`src/rtl/alpha2_3_wb_guard_bridge.sv`:
```
// Registered Wishbone guard stage between the management-SoC master and the
// user-project peripherals. Mapped requests are forwarded downstream from
// registered copies. Unmapped requests and stalled downstream cycles are
// answered locally with ERR_DATA, and every such event is counted.
//
// state | meaning
// IDLE  | waiting for an upstream cyc & stb; decode the address
// REQ   | downstream cycle in flight, wait counter running
// RESP  | one-cycle upstream ack carrying the captured read data
module alpha2_3_wb_guard_bridge #(
  parameter logic [31:0] BASE_ADDR = 32'h3000_0000,
  parameter int          NUM_PAGES = 2,
  parameter int          TIMEOUT   = 255,
  parameter logic [31:0] ERR_DATA  = 32'hDEAD_BEEF
) (
  input  logic        wb_clk_i,
  input  logic        wb_rst_n_i,
  input  logic        s_cyc_i,
  input  logic        s_stb_i,
  input  logic        s_we_i,
  input  logic [31:0] s_adr_i,
  input  logic [31:0] s_dat_i,
  input  logic [3:0]  s_sel_i,
  output logic        s_ack_o,
  output logic [31:0] s_dat_o,
  output logic        m_cyc_o,
  output logic        m_stb_o,
  output logic        m_we_o,
  output logic [31:0] m_adr_o,
  output logic [31:0] m_dat_o,
  output logic [3:0]  m_sel_o,
  input  logic        m_ack_i,
  input  logic [31:0] m_dat_i,
  input  logic        err_clr_i,
  output logic        err_irq_o,
  output logic [7:0]  err_cnt_o
);

  typedef enum logic [1:0] {
    ST_IDLE = 2'd0,
    ST_REQ  = 2'd1,
    ST_RESP = 2'd2
  } state_t;

  localparam logic [19:0] BASE_PAGE = BASE_ADDR[31:12];
  localparam logic [19:0] PAGES     = 20'(NUM_PAGES);
  localparam logic [15:0] WAIT_LAST = 16'(TIMEOUT - 1);

  state_t      state_q, state_d;
  logic [31:0] m_adr_q, m_adr_d;
  logic [31:0] m_dat_q, m_dat_d;
  logic [3:0]  m_sel_q, m_sel_d;
  logic        m_we_q, m_we_d;
  logic [31:0] rdata_q, rdata_d;
  logic [15:0] wait_cnt_q, wait_cnt_d;
  logic [7:0]  err_cnt_q, err_cnt_d;
  logic        err_irq_q, err_irq_d;

  logic [19:0] page_off;
  logic        is_mapped;
  logic        err_event;
  logic        in_req;

  // Page offset relative to the window base; wraps below the base so those
  // addresses land far outside the window.
  always_comb begin
    page_off  = s_adr_i[31:12] - BASE_PAGE;
    is_mapped = (page_off < PAGES);
  end

  // Next-state logic and request latching.
  always_comb begin
    state_d    = state_q;
    m_adr_d    = m_adr_q;
    m_dat_d    = m_dat_q;
    m_sel_d    = m_sel_q;
    m_we_d     = m_we_q;
    rdata_d    = rdata_q;
    wait_cnt_d = wait_cnt_q;
    err_event  = 1'b0;
    case (state_q)
      ST_IDLE: begin
        if (s_cyc_i && s_stb_i) begin
          if (is_mapped) begin
            // Only mapped requests touch the downstream copies, so rejected
            // write data never appears on m_dat_o.
            m_adr_d    = s_adr_i;
            m_dat_d    = s_dat_i;
            m_sel_d    = s_sel_i;
            m_we_d     = s_we_i;
            wait_cnt_d = 16'd0;
            state_d    = ST_REQ;
          end else begin
            rdata_d   = ERR_DATA;
            err_event = 1'b1;
            state_d   = ST_RESP;
          end
        end
      end
      ST_REQ: begin
        // Abort has priority: with the master gone there is nobody to answer.
        if (!s_cyc_i) begin
          state_d = ST_IDLE;
        end else if (m_ack_i) begin
          rdata_d = m_dat_i;
          state_d = ST_RESP;
        end else if (wait_cnt_q == WAIT_LAST) begin
          rdata_d   = ERR_DATA;
          err_event = 1'b1;
          state_d   = ST_RESP;
        end else begin
          wait_cnt_d = wait_cnt_q + 16'd1;
        end
      end
      ST_RESP: begin
        state_d = ST_IDLE;
      end
      default: begin
        state_d = ST_IDLE;
      end
    endcase
  end

  // Error counter: a clear coinciding with a new error leaves that error counted.
  always_comb begin
    err_cnt_d = err_cnt_q;
    err_irq_d = err_irq_q;
    if (err_clr_i && err_event) begin
      err_cnt_d = 8'd1;
      err_irq_d = 1'b1;
    end else if (err_clr_i) begin
      err_cnt_d = 8'd0;
      err_irq_d = 1'b0;
    end else if (err_event) begin
      if (err_cnt_q != 8'hFF) begin
        err_cnt_d = err_cnt_q + 8'd1;
      end
      err_irq_d = 1'b1;
    end
  end

  // State and datapath registers.
  always_ff @(posedge wb_clk_i or negedge wb_rst_n_i) begin
    if (!wb_rst_n_i) begin
      state_q    <= ST_IDLE;
      m_adr_q    <= 32'd0;
      m_dat_q    <= 32'd0;
      m_sel_q    <= 4'd0;
      m_we_q     <= 1'b0;
      rdata_q    <= 32'd0;
      wait_cnt_q <= 16'd0;
      err_cnt_q  <= 8'd0;
      err_irq_q  <= 1'b0;
    end else begin
      state_q    <= state_d;
      m_adr_q    <= m_adr_d;
      m_dat_q    <= m_dat_d;
      m_sel_q    <= m_sel_d;
      m_we_q     <= m_we_d;
      rdata_q    <= rdata_d;
      wait_cnt_q <= wait_cnt_d;
      err_cnt_q  <= err_cnt_d;
      err_irq_q  <= err_irq_d;
    end
  end

  // Strobes decode straight from the state flop so an async reset drops them at once.
  always_comb begin
    in_req    = (state_q == ST_REQ);
    m_cyc_o   = in_req;
    m_stb_o   = in_req;
    m_we_o    = m_we_q & in_req;
    m_adr_o   = m_adr_q;
    m_dat_o   = m_dat_q;
    m_sel_o   = m_sel_q;
    s_ack_o   = (state_q == ST_RESP);
    s_dat_o   = (state_q == ST_RESP) ? rdata_q : 32'd0;
    err_cnt_o = err_cnt_q;
    err_irq_o = err_irq_q;
  end

endmodule
```
`config.mk`:
```
export PLATFORM = sky130hd
export DESIGN_NAME = alpha2_3_wb_guard_bridge
export DESIGN_NICKNAME = d
export VERILOG_FILES = /design/src/rtl/alpha2_3_wb_guard_bridge.sv
export SDC_FILE = /design/constraint.sdc
export NUM_CORES = 1
export LEC_CHECK = 0
export ABC_AREA = 0
export ABC_CLOCK_PERIOD_IN_PS = 5100
export CAP_MARGIN = 10
export CELL_PAD_IN_SITES_DETAIL_PLACEMENT = 0
export CELL_PAD_IN_SITES_GLOBAL_PLACEMENT = 1
export CORE_ASPECT_RATIO = 1.75
export CORE_MARGIN = 2
export CORE_UTILIZATION = 52
export CTS_BUF_LIST = sky130_fd_sc_hd__clkbuf_8
export DETAILED_ROUTE_END_ITERATION = 8
export DONT_BUFFER_PORTS = 1
export GPL_TIMING_DRIVEN = 1
export PLACE_DENSITY = 0.93
export SLEW_MARGIN = 20
export SYNTH_ARGS = -nofsm -noshare
export SYNTH_HDL_FRONTEND = slang
export SYNTH_SLANG_ARGS = --single-unit
```
`constraint.sdc`:
```
create_clock -name wb_clk_i -period 5.1 [get_ports wb_clk_i]
set_input_delay 0.51 -clock wb_clk_i [delete_from_list [all_inputs] [get_ports wb_clk_i]]
set_output_delay 0.51 -clock wb_clk_i [all_outputs]
set_load 0.01 [all_outputs]
```
# Word level (Yosys, flattened, before mapping)
# Cells that the tools add are included.
[op_classes]
n_addsub = 3
n_mux = 32
n_reduce_logical = 11
eq_ne = 12
bitwise = 1
magnitude_cmp = 1
[ops]
columns = ["op", "count"]
rows = [
  ["$mux 32", 6],
  ["$mux 16", 5],
  ["$pmux 32 s2", 1],
  ["$mux 8", 4],
  ["$pmux 16 s2", 1],
  ["$lt 20x2->1 const B", 1],
  ["$sub 20x18->20 const B", 1],
  ["$add 16x1->16 const B", 1],
  ["$eq 16x8->1 const B", 1],
  ["$ne 2x2->1 const B", 6],
  ["$mux 2", 5],
  ["$add 8x1->8 const B", 1],
  ["$mux 1", 8],
  ["$ne 8x8->1 const B", 1],
  ["$reduce_and 6->1", 1],
  ["$reduce_bool 3->1", 2],
  ["$reduce_and 5->1", 1],
  ["$ne 4x2->1 const B", 1],
  ["$pmux 2 s2", 1],
  ["$reduce_and 2->1", 2],
  ["$ne 3x1->1 const B", 1],
  ["$reduce_and 3->1", 1],
  ["$eq 2x1->1 const B", 1],
  ["$eq 2x2->1 const B", 1],
  ["other kinds (5)", 6],
]
[word_totals]
ff_bits = 128
wordCells = 69
input_bits = 107

# Logic depth before layout (Yosys ltp)
[depth]
word_depth = 8
ltp_mapped = 9
depth_no_buf = 7

# Least setup slack after synthesis
# No wires, ideal clock.
[synth_timing]
path_kind = "input-to-reg"
from = "input port s_adr_i[25]"
to = "register m_adr_q[13] (netlist: m_adr_o[13])"
path_slack_ns = 2.667
required_time_ns = 4.981
setup_ns = 0.119
stages = 7
t_arrival_ns = 2.314
path_cell_list = "or4_1 or4_4 or3_1 buf_2 buf_6 buf_6 and2_1"
[synth_via]
elab_chain_len = 3
[synth_rtl]
columns = ["item", "line_no", "rtl"]
rows = [
  ["start, declared", "21", "input logic [31:0] s_adr_i,"],
  ["$sub 20x18->20", "67", "page_off = s_adr_i[31:12] - BASE_PAGE;"],
  ["$lt 20x2->1", "68", "is_mapped = (page_off < PAGES);"],
  ["$reduce_and 3->1 (no source line)", "-", ""],
  ["end signal, assigned", "156", "m_adr_q <= m_adr_d;"],
  ["end, declared", "50", "logic [31:0] m_adr_q, m_adr_d;"],
]
# Every way passes these cells.
# A chain may end at the register's enable or synchronous reset.

# Worst setup path in the final report
[layout_timing]
from = "register state_q[0]"
to = "register err_cnt_q[4] (netlist: err_cnt_o[4])"
[layout_via]
elab_chain_len = 5
[layout_rtl]
columns = ["item", "line_no", "rtl"]
rows = [
  ["start, declared", "49", "state_t state_q, state_d;"],
  ["start signal, assigned", "155", "state_q <= state_d;"],
  ["$eq 2x1->1 *", "-", ""],
  ["named net m_cyc_o", "26", "output logic m_cyc_o,"],
  ["$pmux 1 s2 *", "81", "case (state_q)"],
  ["$logic_and 1x1->1", "128", "if (err_clr_i && err_event) begin"],
  ["$reduce_bool 3->1 (no source line)", "-", ""],
  ["$reduce_and 2->1 (no source line)", "-", ""],
  ["end signal, assigned", "162", "err_cnt_q <= err_cnt_d;"],
  ["end, declared", "56", "logic [7:0] err_cnt_q, err_cnt_d;"],
]
# Mark *: on every way through the listed nets, which the timed path passes. The rest lies on a longest branch.

==> results.ini <==
[grt]
grt_antenna_before_repair = 0
grt_pass1_wl_mm = 18.7
first_global_vias = 4051
grt_max_degree = 129
grt_usage = 0.208
grt_overflow = 0

[setup_path]
worstPathArrival_ns = 2.83
cp_data_required_time_ns = 5.41
path_cells = nor2b_1 > nand3_1 > nor3_1 > o211a_1 > mux2_2
path_max_fanout = 7
start_kind = flip-flop
crit_type = reg -> reg
cp-end-kind = flip-flop
timing.critical_path.slowest_cell_delay_ns = 0.61
crit_path_top_delay_cell = nor2b_1

[sta]
clock_skew_ns = 0.0106
fin_tns_setup_ns = 0
holdWs_ns = -0.00823
setup_viol = 0
min_period_over_period = 0.493
tightest_slew_ns = 0.858
finalHoldViolCount = 3
slew_headroom = 0.427
rsz0062_at_grt = false
slew_violations = 0
max_freq_mhz = 398
layout_min_cycle_time_ns = 2.51

[synthesis]
async_reset_ff_frac = 1.00
synthCells = 552
seq_area_frac_synth = 0.572
syn_area_um2 = 5600
synth_top_area_share = 0.572
synth_top_family_by_area = simple AND/OR/NAND/NOR gates
synthAdderAreaFrac = 0.00670
yosysMostFrequentCell = nand2_1
synth.area.top_cells = dfrtp_1 57%, nand2_1 11%, and2_1 5.8%
yosys.cell_types.count = 45
ys.flop_type = dfrtp_1
synthMuxAreaShare = 0.0264
yosys_warnings = 0
synth.ff_latch_count = 128
synth_fp_nets = 662
synth_common_cells = 166 x nand2_1, 128 x dfrtp_1, 52 x and2_1
syn_avg_cell_area_um2 = 10.1
synth_xor_area_frac = 0.00939
synth_edf_count = 0
synth_top_area_cell = dfrtp_1
yosys.area_share.simple = 0.259
synth_compound_gate_area_share = 0.0903

[pwr]
power.share.clock = 0.480
switching_power_mw = 0.450
p_per_area_nw_per_um2 = 341
p_comb_frac = 0.029
seqPwrFrac = 0.492
ir_drop_mv = 0.213
switching_share = 0.217
p_leak_nw = 2.93
internal_power_mw = 1.63

[cts]
cts_buffers = 17
cts_sinks = 128
cts_buffer_depth = 2
path_clk_slew_ns = 0.07
cts_setup_buffers = 0
cts_tree = yes
clock-root-buffer = clkbuf_8
clk_latency_ns = 0.43
htree_num_levels = 4

[floorplan]
dieArea_um2 = 11600
fp.dieH_um = 141
die_w_um = 82.4
io_pins = 220
initial_utilization = 0.530
core_um2 = 10600
row_count = 50

[finish]
fin_area_um2 = 6090
layoutNonFillerInstCount = 691
antenna_cells = 0
final_util = 0.576
nets = 659
post_route_cells_drive_above_1_share = 0.0838
synthToLayoutAreaGrowth_pct = 8.85

[min_path]
hold_class = in -> async

[routing]
maxUsedRoutingLayer = met4
route.detailed.drc = 0
num_vias = 3942
dr_wl_met2_mm = 6.15
finalWirelength_mm = 11.8
viasPerCell = 5.70
antenna_left = 0
drt_iter0_markers = 153
drt-met1-wl_mm = 4.30
drt-pass1-iter-count = 4
met3WireLength_mm = 1.06
wire_per_inst_um = 17.1

[placement]
dp_hpwl_mm = 8.30
io_buffers = 0
placed_cell_area_um2 = 5610
place_inst = 659
gp_congestion = 0.750

[run]
cap_violations = 0

[run_status]
status = complete, but fails checks
violations = negative hold slack

cells by family (layout without fill, tap and decap cells):
kind of cell | after synthesis | in the layout
DFF | 128 | 128
and+or+nand+nor | 304 | 304
adders and majority gates | 3 | 3
muxes | 14 | 14
AOI/OAI and AO/OA | 66 | 66
buffers and inverters | 31 | 40
xor gates and xnor gates | 6 | 6
worst paths after layout:
kind / startpoint / slack, ns / depth (start not counted) / end
setup reg to reg: state_q[0] / 2.59 / 5 / err_cnt_o[4]
min in group wb_clk_i: err_clr_i / 0.14 / 1 / err_cnt_o[1]
max in group asynchronous: wb_rst_n_i / 4.54 / 1 / wait_cnt_q[1]
setup / recovery: state_q[0] / 2.59 / 5 / err_cnt_o[4]
hold reg to reg: m_we_q / 0.47 / 2 / m_we_q
hold / removal: wb_rst_n_i / -0.008 / 1 / err_cnt_o[0]
power by group through the flow:
stage | Sequential, mW | Clock (mW) | Combinational [mW]
after detailed placement | 1.04 | 0 | 0.0392
after global routing | 1.02 | 1.08 | 0.0687
after CTS | 1.02 | 1.03 | 0.0616
after global placement | 1.04 | 0 | 0.0380
final | 1.02 | 0.997 | 0.0592
after floorplan | 1.04 | 0 | 0.0360
worst max-delay path, delay by kind of cell, from the launching register on:
kind	cells	cell delay (ns)
compound gates	1	0.23
flops	1	0.47
mux	1	0.33
simple gates	3	1.35
metrics by stage:
stage / total power, mW / setup slack [ns] / hold slack (ns)
CTS: 2.11 / 2.58 / 0.0605
finish: 2.08 / 2.59 / -0.00823
global route: 2.17 / 2.43 / 0.0764
detailed placement: 1.08 / 2.34 / 0.217
global placement: 1.08 / 2.39 / 0.218
floorplan: 1.08 / 2.67 / 0.214
area by class of cell:
class / instances / area, um2
inverter: 5 / 21.3
fill: 911 / 4480
sequential: 128 / 3200
clock buffer: 18 / 248
timing repair buffer: 4 / 50.0
multi-input combinational: 393 / 2200
tap: 130 / 163
clock inverter: 13 / 211
sequential cells by signal, summed over array words and instances (netlist names):
name        count
m_adr_o        32
m_dat_o        32
rdata_q        32
wait_cnt_q     16
err_cnt_o       8
m_sel_o         4
state_q         2
err_irq_o       1
m_we_q          1
what timing repair did:
| action | in CTS | in global routing |
|---|---|---|
| gates resized for setup | 0 | 0 |
| hold endpoints to repair | 128 | 0 |
| hold buffers | 1 | 0 |
placed cells by master (no fill, tap or decap), types with 2 or more instances in the layout:
cell type  count
and2_1        52
bufinv_16      5
ha_1           3
dfrtp_1      128
nor3b_1        2
and3_1         6
xnor2_1        4
o211ai_1       7
clkbuf_8      18
mux2_2         6
clkinv_4       4
nand3_1       15
o21ai_0        3
a21oi_1       12
clkinv_2       2
nand4_1        4
o22a_1        24
a22o_1         8
inv_1          4
nand2_1      166
nor2_1        15
nand3b_1       2
buf_4          3
a211oi_1       4
nand2b_1      12
nor4_1         7
nor3_1         5
nor2b_1        9
xor2_1         2
or4_1          3
mux2i_1        8
layer usage:
| layer | track usage | up-vias |
|---|---|---|
| met5 | 0 | - |
| met2 | 0.358 | 188 |
| met1 | 0.217 | 1882 |
| li1 | - | 1850 |
| met4 | 0.102 | 0 |
| met3 | 0.0757 | 22 |
No activity file was read; power rests on OpenSTA's default activity.
